--- config.mk ---
export PLATFORM = sky130hd
export DESIGN_NAME = stream_demux2
export DESIGN_NICKNAME = d
export VERILOG_FILES = /design/src/rtl/demux2_pkg.sv /design/src/rtl/demux2_out_stage.sv /design/src/rtl/stream_demux2.sv
export SDC_FILE = /design/constraint.sdc
export NUM_CORES = 1
export LEC_CHECK = 0
export CAP_MARGIN = 30
export CORE_AREA = 2 2 41 43
export CTS_CLUSTER_DIAMETER = 120
export DETAILED_ROUTE_END_ITERATION = 16
export DIE_AREA = 0 0 43 45
export GPL_TIMING_DRIVEN = 0
export PLACE_DENSITY = 0.69
export SYNTH_ARGS = -nofsm -noshare
export SYNTH_HDL_FRONTEND = slang
export SYNTH_HIERARCHICAL = 1
export SYNTH_SLANG_ARGS = --single-unit
--- constraint.sdc ---
create_clock -name clk -period 1.56 [get_ports clk]
set_input_delay 0.468 -clock clk [delete_from_list [all_inputs] [get_ports clk]]
set_output_delay 0.468 -clock clk [all_outputs]
set_load 0.01 [all_outputs]
--- src/rtl/demux2_pkg.sv ---
// Shared types and constants for the stream_demux2 1-to-2 stream demultiplexer.
// Optional beat counters are enabled with the DEMUX2_STATS_EN macro.
package demux2_pkg;

  typedef enum logic [1:0] {
    IDLE    = 2'b00,
    BURST_A = 2'b01,
    BURST_B = 2'b10
  } state_t;

  localparam logic SEL_A = 1'b0;
  localparam logic SEL_B = 1'b1;

  localparam int DEFAULT_WIDTH = 2;
  localparam int DEFAULT_CNT_W = 8;

endpackage

--- src/rtl/demux2_out_stage.sv ---
// One-entry valid/ready register slice; can_load tells the router it may push a beat.
// With DEMUX2_STATS_EN defined it also counts output handshakes.
import demux2_pkg::*;

module demux2_out_stage #(
  parameter int WIDTH = DEFAULT_WIDTH,
  parameter int CNT_W = DEFAULT_CNT_W
) (
  input  logic             clk,
  input  logic             reset,
  input  logic             load,
  input  logic [WIDTH-1:0] load_data,
  input  logic             load_last,
  output logic             can_load,
  output logic             valid,
  input  logic             ready,
  output logic [WIDTH-1:0] data,
`ifdef DEMUX2_STATS_EN
  output logic [CNT_W-1:0] count,
`endif
  output logic             last
);

  // A full stage may be replaced in the same cycle it is consumed.
  assign can_load = !valid || ready;

  // NOTE: state uses non-blocking assignments so every register samples pre-edge values.
  always_ff @(posedge clk or posedge reset) begin
    if (reset) begin
      valid <= 1'b0;
      data  <= '0;
      last  <= 1'b0;
    end else if (load) begin
      valid <= 1'b1;
      data  <= load_data;
      last  <= load_last;
    end else if (ready) begin
      valid <= 1'b0;
    end
  end

`ifdef DEMUX2_STATS_EN
  always_ff @(posedge clk or posedge reset) begin
    if (reset) begin
      count <= '0;
    end else if (valid && ready) begin
      count <= count + 1'b1;
    end
  end
`endif

endmodule

--- src/rtl/stream_demux2.sv ---
// Registered 1-to-2 stream demux: route is latched from s on a burst's first beat.
// Define DEMUX2_STATS_EN to add a_count/b_count handshake counters.
import demux2_pkg::*;

module stream_demux2 #(
  parameter int WIDTH = DEFAULT_WIDTH,
  parameter int CNT_W = DEFAULT_CNT_W
) (
  input  logic             clk,
  input  logic             reset,
  input  logic             s,
  input  logic             in_valid,
  output logic             in_ready,
  input  logic [WIDTH-1:0] in_data,
  input  logic             in_last,
  output logic             a_valid,
  input  logic             a_ready,
  output logic [WIDTH-1:0] a_data,
  output logic             a_last,
  output logic             b_valid,
  input  logic             b_ready,
  output logic [WIDTH-1:0] b_data,
`ifdef DEMUX2_STATS_EN
  output logic [CNT_W-1:0] a_count,
  output logic [CNT_W-1:0] b_count,
`endif
  output logic             b_last
);

  state_t state, state_next;
  logic   target;
  logic   accept;
  logic   a_can_load, b_can_load;
  logic   a_load, b_load;

  always_ff @(posedge clk or posedge reset) begin
    if (reset) state <= IDLE;
    else       state <= state_next;
  end

  assign accept = in_valid && in_ready;

  // NOTE: every comb output gets a default first so no path can infer a latch.
  always_comb begin
    state_next = state;
    case (state)
      IDLE:             if (accept && !in_last) state_next = (s == SEL_B) ? BURST_B : BURST_A;
      BURST_A, BURST_B: if (accept && in_last)  state_next = IDLE;
      default:          state_next = IDLE;
    endcase
  end

  always_comb begin
    target = SEL_A;
    case (state)
      IDLE:    target = s;
      BURST_A: target = SEL_A;
      BURST_B: target = SEL_B;
      default: target = SEL_A;
    endcase
    // Only the target stage gates the input; the other one drains on its own.
    in_ready = !reset && ((target == SEL_B) ? b_can_load : a_can_load);
    a_load   = in_valid && in_ready && (target == SEL_A);
    b_load   = in_valid && in_ready && (target == SEL_B);
  end

  demux2_out_stage #(.WIDTH(WIDTH), .CNT_W(CNT_W)) u_stage_a (
    .clk       (clk),
    .reset     (reset),
    .load      (a_load),
    .load_data (in_data),
    .load_last (in_last),
    .can_load  (a_can_load),
    .valid     (a_valid),
    .ready     (a_ready),
    .data      (a_data),
`ifdef DEMUX2_STATS_EN
    .count     (a_count),
`endif
    .last      (a_last)
  );

  demux2_out_stage #(.WIDTH(WIDTH), .CNT_W(CNT_W)) u_stage_b (
    .clk       (clk),
    .reset     (reset),
    .load      (b_load),
    .load_data (in_data),
    .load_last (in_last),
    .can_load  (b_can_load),
    .valid     (b_valid),
    .ready     (b_ready),
    .data      (b_data),
`ifdef DEMUX2_STATS_EN
    .count     (b_count),
`endif
    .last      (b_last)
  );

endmodule

Yosys cells after proc, flatten, opt, wreduce, memory -nomap -nowiden:

Cells that the tools add are included.

* register bits: 10
* bits of input ports: 9
* output and inout bits: 9
* logic and storage cells: 39

* eq/ne operators: 4
* muxes and demuxes: 10
* bitwise logic cells: 1
* reduce and logical (&&, ||, !) cells: 17

Operators with widths (count)
* $logic_and A1 B1 Y1: 6
* $mux W2: 3
* $mux W1: 5
* $logic_not A1 Y1: 4
* $ne A2 B2 Y1 const B: 2
* $pmux W2 S2: 1
* $reduce_bool A2 Y1: 2
* $eq A2 B1 Y1 const B: 1
* $eq A2 B2 Y1 const B: 1
* $logic_not A2 Y1: 1
* $logic_or A1 B1 Y1: 2
* $pmux W1 S2: 1
* $reduce_and A2 Y1: 1
* $reduce_or A2 Y1: 1
* $not A1 Y1: 1

Longest topological paths before layout:

* depth after elaboration: 8
* depth in mapped cells: 7
* depth with buffers taken out: 6

Hierarchy:

Netlist, hierarchy kept.

By module, submodules not included
* demux2_out_stage: times used 2, cells each 10, area an instance 150.1 µm², sequential area each 100.1 µm²
* stream_demux2: times used 1, cells each 28, area an instance 250.2 µm², sequential area each 50.0 µm²

Worst setup path after synthesis:

OpenSTA, ideal clock, no wires.

* path kind: register -> output
* start point: reg state[0]
* end point: out in_ready
* arrival time: 1183 ps
* data required time: 1092 ps
* slack: -91 ps
* cell stages (with the launch flop): 7
* buffers on the path: 1
* path through: dfrtp_1 > inv_1 > ha_1 > buf_6 > a21oi_4 > mux2i_1 > nor2_1

* cells in the longest elaborated chain, start to end: 4
* elaborated cells between the ends (all ways): 5
* those cells by class: eq/ne: 1; mux: 2; reduce/logical: 2

Ends and longest elaborated chain
* start: declaration: line stream_demux2.sv:30 `state_t state, state_next;`
* start signal: assignment: line stream_demux2.sv:38 `else state <= state_next;`
* $eq A2 B2 Y1 or $logic_not A2 Y1 (tied branches): line stream_demux2.sv:55 `case (state)`
* $pmux W1 S2 (*): line stream_demux2.sv:55
* $mux W1 (*): line stream_demux2.sv:62 `in_ready = !reset && ((target == SEL_B) ? b_can_load : a_can_load);`
* $logic_and A1 B1 Y1 (*): line stream_demux2.sv:62
* end: declaration: line stream_demux2.sv:13 `output logic in_ready,`

Every way passes the cells marked *; elsewhere a longest branch is shown, timed or not.

Final worst setup path:

* start point: reg state[1]
* end point: out in_ready

The elaborated chain is that of the path after synthesis.

==> summary.txt <==
Run status
  – Status: finished with violations
  – Failing checks: negative setup slack

Setup path
  – Slowest CP cell: dfrtp_1
  – Worst-path maximum fanout: 3
  – CP top delay family: flip-flops
  – WS Path Type: reg -> out
  – Slowest stage delay, CP: 0.38 ns
  – Worst EP required: 1.09 ns
  – Critical Path Source Type: flop
  – Crit end category: primary output
  – Arrival @ worst endpoint: 1.42 ns
  – WP buf/inv: 2
  – CP cell instances: inv_1 -> ha_2 -> a21oi_4 -> mux2i_1 -> nor2_1 -> buf_2

CTS
  – Clock transition at the registers of the reported paths: 0.06 ns
  – Worst-Skew Late Latency: 0.26 ns
  – CTS tree: built
  – TritonCTS Buffers: 3
  – CTS Hold Buffers Added: 0
  – Clock Sink Count: 10
  – Root Driver: clkbuf_4
  – Clock Tree Buf Depth: 2
  – H-tree depth: 1

Timing
  – Setup TNS: -0.7361 ns
  – Final Critical Period: 1.890 ns
  – Setup violators final: 8
  – Max Freq: 529.1 MHz
  – Slew @ Worst Pin: 0.2802 ns
  – Pins over their slew limit: 0
  – Final number of hold-violating endpoints: 0
  – Tcrit/Tclk final: 121.2%
  – Worst setup margin: -0.3301 ns
  – Clk_skew: 0.002173 ns
  – Hold slack: 0.2576 ns
  – RSZ-0062 raised after global routing: true
  – Relative slew slack: 81.32%

Cells and area
  – Commonest non-fill, non-tap cell in the layout: dlygate4sd2_1
  – Area of the multi-input gates: 325.3 µm²
  – Share of post-route cells with drive strength above 1: 38.75%
  – Net count, final: 92
  – # fillers: 144
  – Register area: 250.2 µm²
  – Diodes inserted: 0
  – P&R area growth vs syn: 64.32%
  – Final Util: 61.48%
  – Most frequent cells in the layout: dlygate4sd2_1, dfrtp_1, buf_4

Detailed routing
  – Via count: 487
  – Post-route ant nets: 0
  – 1st-pass router iterations: 3
  – DR iter-0 viols: 1
  – Routed WL: 1282 µm
  – Vias/cell: 5.073
  – DR DRC count: 0
  – DR WL/cell: 13.35 µm

Power and ir drop
  – Clk pwr share: 14.8%
  – Net Switching: 527.9 µW
  – Switching part of the total: 34.21%
  – Overall power: 1543 µW
  – Cell leakage power: 0.0004416 µW
  – Maximum vdd drop: 0.0008093 V
  – Comb power frac: 56.6%
  – Internal power: 1015 µW
  – Power Density: 1706 nW/µm²
  – Reg power frac: 28.7%

Yosys
  – Mapped Nets: 59
  – Largest area contributor in the netlist: dfrtp_1
  – Synthesized flop and latch total: 10
  – Largest cells by area after synthesis: dfrtp_1, mux2_2, nand3b_1, ha_1, nand2b_1
  – Yosys cell types: 16
  – Mapped Cells: 48
  – Synthesized cell area: 550.5 µm²
  – Syn avg cell area: 11.47 µm²
  – Top cell type's share of synthesized area: 45.45%
  – YS warnings: 6
  – Seq/Total Area, Yosys: 45.45%

Min path
  – Hold crit path type: in -> async

Floorplanning
  – I/O pin cnt: 18
  – Die area: 1935 µm²
  – Chip Width: 43 µm
  – Core box area: 1471 µm²
  – Starting density of the core: 37.41%
  – Cell Rows: 14
  – Die Y-Extent: 45 µm

GRT
  – GR Util All Layers: 15.69%
  – Largest net degree at the start of global routing: 8
  – Vias in the first global route: 523
  – Initial antenna violation count: 0
  – Global-route wire length before repair: 2187 µm
  – Total congestion overflow: 0

Flow run
  – Max cap viols: 0

Placed design
  – GPL Wtd Cong: 0.7834
  – Post-DP HPWL: 855.3 µm
  – I/O Buffers: 17
==> cell type report <==
cell class / instances / share of cell area, %
flip-flops and latches: 10 / 27.66
multi-input cells: 32 / 35.96
well taps: 16 / 2.213
inverters: 5 / 2.075
clock buffers: 4 / 4.011
repair buffers: 29 / 28.08
==> per-layer routing <==
layer / track usage [%] / up-vias / wire, µm
met2: 28.79 / 13 / 662
li1: - / 231 / -
met3: 2.000 / 4 / 61
met1: 16.79 / 239 / 529
met4: 10.91 / 0 / 29
met5: 0 / - / 0
==> flip-flops by register name (all words and copies together), names as in the netlist <==
register	flops
u_stage_b/last	1
state	2
u_stage_b/data	2
u_stage_a/last	1
u_stage_a/data	2
u_stage_a/valid	1
u_stage_b/valid	1
==> cells by family after synthesis <==
kind of cell | after synthesis | share of synthesized area, %
muxes | 9 | 18.63
buffers and inverters | 6 | 5.455
and+or+nand+nor | 17 | 18.86
AOI/OAI and AO/OA | 4 | 7.046
adders and majority gates | 2 | 4.545
DFF | 10 | 45.45
==> final timing paths <==
check / from / cells after the start / slack (ns) / to
setup / recovery: state[1] / 6 / -0.33 / in_ready
min in group clk: u_stage_a/last / 1 / 0.51 / u_stage_a/last
max in group asynchronous: reset / 2 / 1.11 / u_stage_a/last
setup reg to reg: state[1] / 8 / -0.08 / state[0]
hold reg to reg: u_stage_a/last / 1 / 0.51 / u_stage_a/last
hold / removal: reset / 2 / 0.26 / state[1]
==> per-stage QoR <==
| step | instance area [µm²] | cells | worst slack [ns] |
|---|---|---|---|
| 2_1_floorplan | 550.5 | 48 | -0.09131 |
| 3_3_place_gp | 740.7 | 81 | -0.8458 |
| 3_5_place_dp | 740.7 | 81 | -0.8606 |
| 4_1_cts | 902.1 | 96 | -0.4075 |
| 5_1_grt | 904.6 | 96 | -0.4374 |
| 6_report | 904.6 | 96 | -0.3301 |
==> power by group through the flow <==
stage | sequential [µW] | clock [µW] | combinational, µW
after global placement | 445 | 0 | 671
after detailed placement | 449 | 0 | 685
final | 443 | 228 | 873
after floorplan | 487 | 0 | 359
after global routing | 456 | 253 | 935
after CTS | 442 | 236 | 864
==> synthesized netlist by cell type <==
master	n
nand2b_1	4
o211ai_1	2
buf_6	1
nand3_1	2
mux2_2	6
dfrtp_1	10
nand4_1	3
nand4b_1	1
ha_1	2
mux2_4	1
a21oi_4	1
a211oi_1	1
mux2i_1	2
nand3b_1	4
nor2_1	3
inv_1	5
==> timing repair <==
| action | in CTS | in global routing |
|---|---|---|
| setup buffers | 11 | 1 |
| pin swaps | 5 | 3 |
| endpoints found under the setup margin | 18 | 9 |
| resized for setup | 31 | 2 |
Note: power is estimated with default switching activity, not from simulation.
